[config.mk]
export PLATFORM = sky130hd
export DESIGN_NAME = wb_spi_host
export DESIGN_NICKNAME = d
export VERILOG_FILES = /design/src/rtl/wb_spi_host.sv
export SDC_FILE = /design/constraint.sdc
export NUM_CORES = 1
export LEC_CHECK = 0
export CAP_MARGIN = 20
export CORE_ASPECT_RATIO = 0.9
export CORE_MARGIN = 8
export CORE_UTILIZATION = 45
export DETAILED_ROUTE_END_ITERATION = 8
export DONT_BUFFER_PORTS = 1
export SYNTH_ARGS = -nofsm -noshare
export SYNTH_HDL_FRONTEND = slang
export SYNTH_SLANG_ARGS = --single-unit
[constraint.sdc]
create_clock -name i_clk -period 2.5 [get_ports i_clk]
set_clock_uncertainty 0.2 [all_clocks]
set_input_delay 0.75 -clock i_clk [delete_from_list [all_inputs] [get_ports i_clk]]
set_output_delay 0.75 -clock i_clk [all_outputs]
set_load 0.01 [all_outputs]
[src/rtl/wb_spi_host.sv]
// -----------------------------------------------------------------------------
// wb_spi_host
//   Wishbone slave that drives a byte-oriented SPI master (mode 0, MSB first).
//   The CPU writes a byte to DATA. The byte is shifted out on MOSI, and the byte
//   clocked in on MISO during the same transfer is captured into RX. Chip select
//   is a plain software-controlled bit, so the driver builds multi-byte frames.
//
// Register map (s_wb_adr_i[3:2]):
//   0 CTRL    [0] cs_en (RW), o_spi_cs_n = ~cs_en
//   1 STATUS  [0] busy, [1] rx_valid, [2] tx_full, [3] overrun (write 1 to clear)
//   2 DATA    write: load TX hold byte; read: {24'b0, rx_byte}, clears rx_valid
//   3 CLKDIV  [15:0] (RW); SCK half-period = CLKDIV+1 clock cycles
//
// Ports:
//   i_clk, i_rst      system clock, synchronous active-high reset
//   s_wb_*            Wishbone slave; single-cycle ack, err on DATA write when full
//   o_spi_clk         SCK, idles low
//   o_spi_mosi        MOSI
//   i_spi_miso        MISO
//   o_spi_cs_n        chip select, active low
//   o_irq             level interrupt, equal to STATUS.rx_valid
// -----------------------------------------------------------------------------
module wb_spi_host #(
    parameter logic [15:0] CLKDIV_RESET = 16'd3
) (
    input  logic        i_clk,
    input  logic        i_rst,
    input  logic [31:0] s_wb_adr_i,
    input  logic [31:0] s_wb_dat_i,
    output logic [31:0] s_wb_dat_o,
    input  logic        s_wb_we_i,
    input  logic [3:0]  s_wb_sel_i,
    input  logic        s_wb_stb_i,
    input  logic        s_wb_cyc_i,
    output logic        s_wb_ack_o,
    output logic        s_wb_err_o,
    output logic        o_spi_clk,
    output logic        o_spi_mosi,
    input  logic        i_spi_miso,
    output logic        o_spi_cs_n,
    output logic        o_irq
);

    typedef enum logic [1:0] {IDLE, LOW, HIGH, DONE} state_t;

    localparam logic [1:0] REG_CTRL   = 2'd0;
    localparam logic [1:0] REG_STATUS = 2'd1;
    localparam logic [1:0] REG_DATA   = 2'd2;
    localparam logic [1:0] REG_CLKDIV = 2'd3;

    state_t      state;
    logic [15:0] clkdiv;
    logic [15:0] cnt;
    logic [2:0]  bit_idx;
    logic [7:0]  shreg;
    logic [7:0]  hold;
    logic [7:0]  rx_byte;
    logic        cs_en;
    logic        busy;
    logic        rx_valid;
    logic        tx_full;
    logic        overrun;
    logic        wb_held;

    logic        access;
    logic        load;
    logic [1:0]  reg_sel;
    logic        data_wr;
    logic        data_err;
    logic [31:0] rd_data;

    // Byte selects and the undecoded address/data bits play no part in the design.
    logic unused_bits;
    assign unused_bits = ^{s_wb_sel_i, s_wb_adr_i[31:4], s_wb_adr_i[1:0], s_wb_dat_i[31:16]};

    always_comb begin
        // NOTE: every signal assigned here gets a value on every path, so no latch is inferred.
        // wb_held blocks a second access while the master keeps stb up after its response.
        access   = s_wb_stb_i & s_wb_cyc_i & ~wb_held;
        load     = (state == IDLE) & tx_full;
        reg_sel  = s_wb_adr_i[3:2];
        data_wr  = access & s_wb_we_i & (reg_sel == REG_DATA);
        // A write that coincides with the IDLE load finds the hold register being emptied.
        data_err = data_wr & tx_full & ~load;
        rd_data  = '0;
        case (reg_sel)
            REG_CTRL:   rd_data = {31'b0, cs_en};
            REG_STATUS: rd_data = {28'b0, overrun, tx_full, rx_valid, busy};
            REG_DATA:   rd_data = {24'b0, rx_byte};
            REG_CLKDIV: rd_data = {16'b0, clkdiv};
            default:    rd_data = '0;
        endcase
    end

    // NOTE: all state below uses non-blocking assignments so every register sees
    // the pre-edge values of the others, independent of statement order.
    always_ff @(posedge i_clk) begin
        if (i_rst) begin
            state      <= IDLE;
            clkdiv     <= CLKDIV_RESET;
            cnt        <= '0;
            bit_idx    <= '0;
            shreg      <= '0;
            hold       <= '0;
            rx_byte    <= '0;
            cs_en      <= 1'b0;
            busy       <= 1'b0;
            rx_valid   <= 1'b0;
            tx_full    <= 1'b0;
            overrun    <= 1'b0;
            wb_held    <= 1'b0;
            s_wb_ack_o <= 1'b0;
            s_wb_err_o <= 1'b0;
            s_wb_dat_o <= '0;
            o_spi_clk  <= 1'b0;
            o_spi_mosi <= 1'b0;
        end else begin
            // ---------------- Wishbone side ----------------
            s_wb_ack_o <= access & ~data_err;
            s_wb_err_o <= data_err;
            s_wb_dat_o <= (access && !s_wb_we_i) ? rd_data : '0;

            if (access) begin
                wb_held <= 1'b1;
            end else if (!(s_wb_stb_i && s_wb_cyc_i)) begin
                wb_held <= 1'b0;
            end

            if (access && s_wb_we_i && !data_err) begin
                case (reg_sel)
                    REG_CTRL:   cs_en <= s_wb_dat_i[0];
                    REG_STATUS: if (s_wb_dat_i[3]) overrun <= 1'b0;
                    REG_DATA: begin
                        hold    <= s_wb_dat_i[7:0];
                        tx_full <= 1'b1;
                    end
                    REG_CLKDIV: clkdiv <= s_wb_dat_i[15:0];
                    default: ;
                endcase
            end

            if (access && !s_wb_we_i && (reg_sel == REG_DATA)) begin
                rx_valid <= 1'b0;
            end

            // ---------------- SPI shifter ----------------
            // Placed after the bus logic so a completing byte wins over a
            // same-cycle DATA read or overrun clear.
            case (state)
                IDLE: begin
                    if (tx_full) begin
                        shreg      <= hold;
                        o_spi_mosi <= hold[7];
                        // A same-cycle DATA write refills the hold register.
                        tx_full    <= data_wr;
                        busy       <= 1'b1;
                        cnt        <= '0;
                        bit_idx    <= '0;
                        state      <= LOW;
                    end
                end
                LOW: begin
                    // >= keeps a mid-byte CLKDIV decrease from wrapping the counter.
                    if (cnt >= clkdiv) begin
                        o_spi_clk <= 1'b1;
                        shreg     <= {shreg[6:0], i_spi_miso};
                        cnt       <= '0;
                        state     <= HIGH;
                    end else begin
                        cnt <= cnt + 16'd1;
                    end
                end
                HIGH: begin
                    if (cnt >= clkdiv) begin
                        o_spi_clk <= 1'b0;
                        cnt       <= '0;
                        if (bit_idx == 3'd7) begin
                            state <= DONE;
                        end else begin
                            bit_idx    <= bit_idx + 3'd1;
                            // After the shift the next transmit bit sits in the MSB.
                            o_spi_mosi <= shreg[7];
                            state      <= LOW;
                        end
                    end else begin
                        cnt <= cnt + 16'd1;
                    end
                end
                DONE: begin
                    rx_byte  <= shreg;
                    rx_valid <= 1'b1;
                    if (rx_valid) overrun <= 1'b1;
                    busy     <= 1'b0;
                    state    <= IDLE;
                end
                default: state <= IDLE;
            endcase
        end
    end

    assign o_spi_cs_n = ~cs_en;
    assign o_irq      = rx_valid;

endmodule
# Word level (Yosys, flattened, before mapping)

Cells that the tools add are included.

Register bits: 103
Latch bits: 0
Memory bits (writable): 0
ROM bits: 0
Input port bits: 74
Output and inout bits: 38
Logic and storage cells: 110
Memories kept: 0

Add/subtract/negate cells: 2
Multipliers: 0
Div/mod/pow operators: 0
Order comparisons: 1
Equal/unequal tests: 12
Shift-type cells: 0
Multiplexer cells: 38
Bitwise logic cells: 13
Reductions and logical operators: 26

Operator list:

| cell                    | number |
|---|---|
| $pmux W32 S4            | 1 |
| $mux W16                | 2 |
| $pmux W16 S2            | 1 |
| $mux W1                 | 19 |
| $add A16 B1 Y16 const B | 1 |
| $ge A16 B16 Y1          | 1 |
| $mux W8                 | 2 |
| $pmux W8 S2             | 1 |
| $reduce_bool A2 Y1      | 6 |
| $ne A2 B2 Y1 const B    | 5 |
| $reduce_and A2 Y1       | 5 |
| $mux W3                 | 3 |
| $reduce_and A3 Y1       | 3 |
| $and A1 B1 Y1           | 8 |
| $eq A2 B2 Y1 const B    | 4 |
| $mux W2                 | 4 |
| $pmux W2 S4             | 1 |
| $pmux W1 S2             | 3 |
| $pmux W3 S2             | 1 |
| $logic_and A1 B1 Y1     | 5 |
| $not A1 Y1              | 5 |
| $eq A2 B1 Y1 const B    | 2 |
| $logic_not A2 Y1        | 2 |
| $reduce_and A4 Y1       | 1 |
| other kinds (4)         | 6 |

# Depth between registers and ports, before layout

Word-level depth: 11
Depth in mapped cells: 10
Gate-level depth less buffers: 8

# Worst setup path after synthesis

Ideal clock, no wire load.

Path type: input -> register
From: input port i_rst
To: register cnt[6]
Setup time: 0.074 ns
Arrival: 2.266 ns
Required time: 2.226 ns
Setup slack: -0.040 ns
Stages: 8
Path buffers: 3
Cells stage by stage: clkbuf_1 > or4b_1 > a211oi_2 > and3_4 > buf_8 > buf_8 > nand2_2 > a31oi_1

RTL lines:

| element              | line | RTL |
|---|---|---|
| start, declared      | 27   | `input logic i_rst,` |
| end signal, assigned | 170  | `cnt <= cnt + 16'd1;` |
| end signal, assigned | 186  | `cnt <= cnt + 16'd1;` |
| end, declared        | 53   | `logic [15:0] cnt;` |

# Worst setup path after layout

From: register state[0]
To: register cnt[13]

Word-level cells in the longest chain between the ends: 4
Elaborated cells on any way between the ends: 8
Classes of those cells: 3 x eq/ne; 1 x mux; 4 x reduce/logical

Ends and longest elaborated chain:

| element                                      | line | RTL |
|---|---|---|
| start, declared                              | 51   | `state_t state;` |
| start signal, assigned                       | 99   | `state <= IDLE;` |
| start signal, assigned                       | 159  | `state <= LOW;` |
| start signal, assigned                       | 168  | `state <= HIGH;` |
| $eq A2 B2 Y1 or $eq A2 B1 Y1 (tied branches) | 149  | `case (state)` |
| $reduce_or A2 Y1 (no line)                   | n/a  |  |
| $reduce_bool A2 Y1 (no line)                 | n/a  |  |
| $reduce_and A2 Y1 (no line)                  | n/a  |  |

Parallel ways exist; a longest one is shown, timed or not.
A chain may end at the register's enable or synchronous reset.

==> flow_summary_export.csv <==
group,metric,value,unit
worst_setup_path,reg2reg_depth,9,
floorplanning,fp.dieW,117,µm
grt,grt_max_degree,56,
final_layout,nets,584,
yosys,synth_simple_gate_area_share,19.2,%
floorplanning,initial_utilization,45.7,%
worst_setup_path,cp-end-kind,"flip-flop",
worst_setup_path,critPathMaxFanout,10,
clock_tree,cts_tree,"yes",
worst_setup_path,criticalPathCategory,"flip-flop to flip-flop",
timing,layout_min_cycle_time,2.43,ns
hold_path,hold_class,"flip-flop to flip-flop",
yosys,synth_mux_area_share,7.03,%
yosys,synth.distinct_cells,50,
detailed_routing,wire_per_inst,16.3,µm
grt,grt_use_total,15.7,%
floorplanning,dieArea,12500,µm²
timing,hold_viol_final,0,
clock_tree,clk_path_buf_depth,2,
timing,period_share,97.1,%
yosys,ys_ff_latch,87,
yosys,synth-compound-area-share,15.2,%
timing,worst_slew_pin_slew,0.632,ns
yosys,synthXorXnorAreaFrac,1.28,%
yosys,synth_area_leaders,"dfxtp_1 42%, ha_1 7.0%, a21oi_1 5.1%",
yosys,avgSynthCellArea,8.79,µm²
pwr,irDropWorstVdd,252,µV
timing,tns,0,ns
final_layout,final_area,4590,µm²
pwr,seqPwrFrac,55.6,%
yosys,synth_cells,468,
grt,grt_pass1_wl,15.3,mm
place,dpl_cell_area,4270,µm²
final_layout,area_growth,11.6,%
worst_setup_path,cp.arrival,2.52,ns
yosys,yosysSeqAreaShare,42.3,%
yosys,synth_common_cells,"87 x dfxtp_1, 45 x nand2_1, 44 x nor2_1, 42 x a21oi_1, 26 x inv_1",
grt,grt_pass1_vias,2934,
detailed_routing,vias,3289,
detailed_routing,drt_wl_total,9.98,mm
place,hpwl,7.11,mm
yosys,synth_area,4110,µm²
detailed_routing,ant_nets,0,
floorplanning,placementRows,33,
floorplanning,core_area,9000,µm²
grt,antenna_found_initial,0,
clock_tree,cts-root-buf,"clkbuf_8",
yosys,synth_edf_count,0,
yosys,synth_top_area_share,42.3,%
clock_tree,cts-buffers-inserted,9,
floorplanning,fp.dieH,107,µm
timing,fmax,412,MHz
yosys,synth_fa_ha_area_share,7.00,%
status,status,"complete, no violations",
pwr,clockPowerShare,40.3,%
detailed_routing,drtIter0Drc,172,
yosys,synthFlopType,"dfxtp_1",
place,place_congestion,0.816,
detailed_routing,drcViolationCount,0,
final_layout,antenna_cells,0,
place,port_buffers,0,
grt,grt_overflow,0,
detailed_routing,routed_via_density,5.36,
pwr,intPower,1.91,mW
pwr,leakage,1.77,nW
timing,relSlewSlack,57.8,%
pwr,p_switching,618,µW
clock_tree,numClockSinks,87,
yosys,synth_warnings,0,
clock_tree,clk_pin_slew_worst_paths,0.10,ns
detailed_routing,dr.pass1.iters,4,
pwr,p_per_area,551,nW/µm²
clock_tree,cts_htree_levels,3,
yosys,yosysTopAreaCell,"dfxtp_1",
yosys,async_reset_ff_share,0,%
floorplanning,ioPinCount,112,
pwr,power_switching_share,24.4,%
run,cap_violations,0,
worst_setup_path,crit_required,2.59,ns
final_layout,stdcell_count,614,
place,dp_cells,591,
timing,rsz0062_at_grt,"yes",
final_layout,drive_gt1_share,14.0,%
worst_setup_path,worst_setup_path_start_kind,"flip-flop",
clock_tree,clock_latency,0.36,ns
timing,final_max_slew_viol_count,0,
hold_path,hold_depth,2,
clock_tree,cts_hold_buf,0,
yosys,synthMostInstantiatedCell,"dfxtp_1",
pwr,combPwrFrac,4.1,%
yosys,synth_top_family_by_area,"simple AND/OR/NAND/NOR gates",
timing,finalSetupViolations,0,
-- kinds of logic after synthesis --
logic type	Yosys count
adder cells (fa/ha/maj)	23
XOR/XNOR	6
other	1
flip-flops	87
AO/OA/AOI/OAI	100
multiplexers	27
buffers and inverters	63
AND/OR/NAND/NOR	161
-- layout by cell type, fill, tap and decap left out, types with 2 or more instances in the layout --
cell	Yosys	routed
a22oi_1	3	3
o21ai_0	15	14
ha_1	23	23
buf_4	17	29
nand2_1	45	45
nand2b_1	6	5
nand4_1	3	3
nor3_1	14	14
clkinvlp_4	0	2
nand3_1	17	17
nand3b_1	9	9
a31oi_1	7	7
conb_1	1	16
a21oi_2	3	3
clkbuf_8	0	9
a211oi_1	11	9
and3_1	7	7
xnor2_1	6	6
a22o_1	9	9
a211oi_2	1	3
inv_6	0	2
mux2_2	5	5
nor2_1	44	44
dfxtp_1	87	86
mux2i_1	21	21
a21oi_1	42	42
inv_1	26	26
-- through the flow --
step	setup slack [ns]	util (%)	power, mW	hold slack [ns]
floorplan	0.0194	-	1.54	0.236
global placement	0.0719	47.4	1.53	0.237
detailed placement	0.0611	47.4	1.53	0.244
CTS	0.0320	49.7	2.55	0.235
global route	-0.0491	51.0	2.62	0.233
finish	0.0727	51.0	2.53	0.259
-- power by group through the flow --
stage,sequential [mW],combinational [mW],clock (mW)
6_report,1.41,0.103,1.02
5_1_grt,1.41,0.115,1.09
4_1_cts,1.41,0.0936,1.04
3_5_place_dp,1.44,0.0932,0
3_3_place_gp,1.44,0.0916,0
2_1_floorplan,1.44,0.107,0
-- per-layer routing --
layer	vias up	wire length, µm	share of wire [%]	GRT usage (%)
li1	1655	-	-	-
met1	1541	4780	48	21.3
met2	86	4500	45	23.6
met3	7	635	6.4	4.21
met4	0	68	0.68	5.11
met5	-	0	0	0
-- worst paths after layout --
kind / from / to / slack, ns
max: state[0] / cnt[13] / 0.07
min: clkdiv[13] / clkdiv[13] / 0.26
max reg2reg: state[0] / cnt[13] / 0.07
min reg2reg: clkdiv[13] / clkdiv[13] / 0.26
-- state kept, by name, summed over array words and instances (netlist names) --
name and flops:
bit_idx 3, busy 1, clkdiv 16, cnt 16
cs_en 1, hold 8, o_irq 1, o_spi_clk 1
o_spi_mosi 1, overrun 1, rx_byte 8, s_wb_ack_o 1
s_wb_dat_o 16, s_wb_err_o 1, shreg 8, state 2
tx_full 1, wb_held 1
-- final cells by class --
class | count | area (µm²)
fill | 913 | 4410
multi-input combinational | 334 | 2180
clock buffer | 9 | 124
inverter | 26 | 97.6
sequential | 87 | 1740
tap | 122 | 153
timing repair buffer | 29 | 218
clock inverter | 7 | 78.8
-- timing repair --
| action | CTS | global route |
|---|---|---|
| hold endpoints to repair | 0 | 0 |
| setup buffers | 0 | 6 |
| setup endpoints to repair | 0 | 19 |
| gates resized for setup | 0 | 14 |
-- worst max-delay path: stages (launching register included) --
cell and delay (ns):
dfxtp_1 0.35, inv_1 0.08, ha_1 0.21, nor2b_4 0.13, or4b_1 0.48, a211oi_2 0.25
and3_4 0.32, buf_4 0.15, nand2b_1 0.05, a31oi_1 0.14
(Power assumes the default switching activity.)
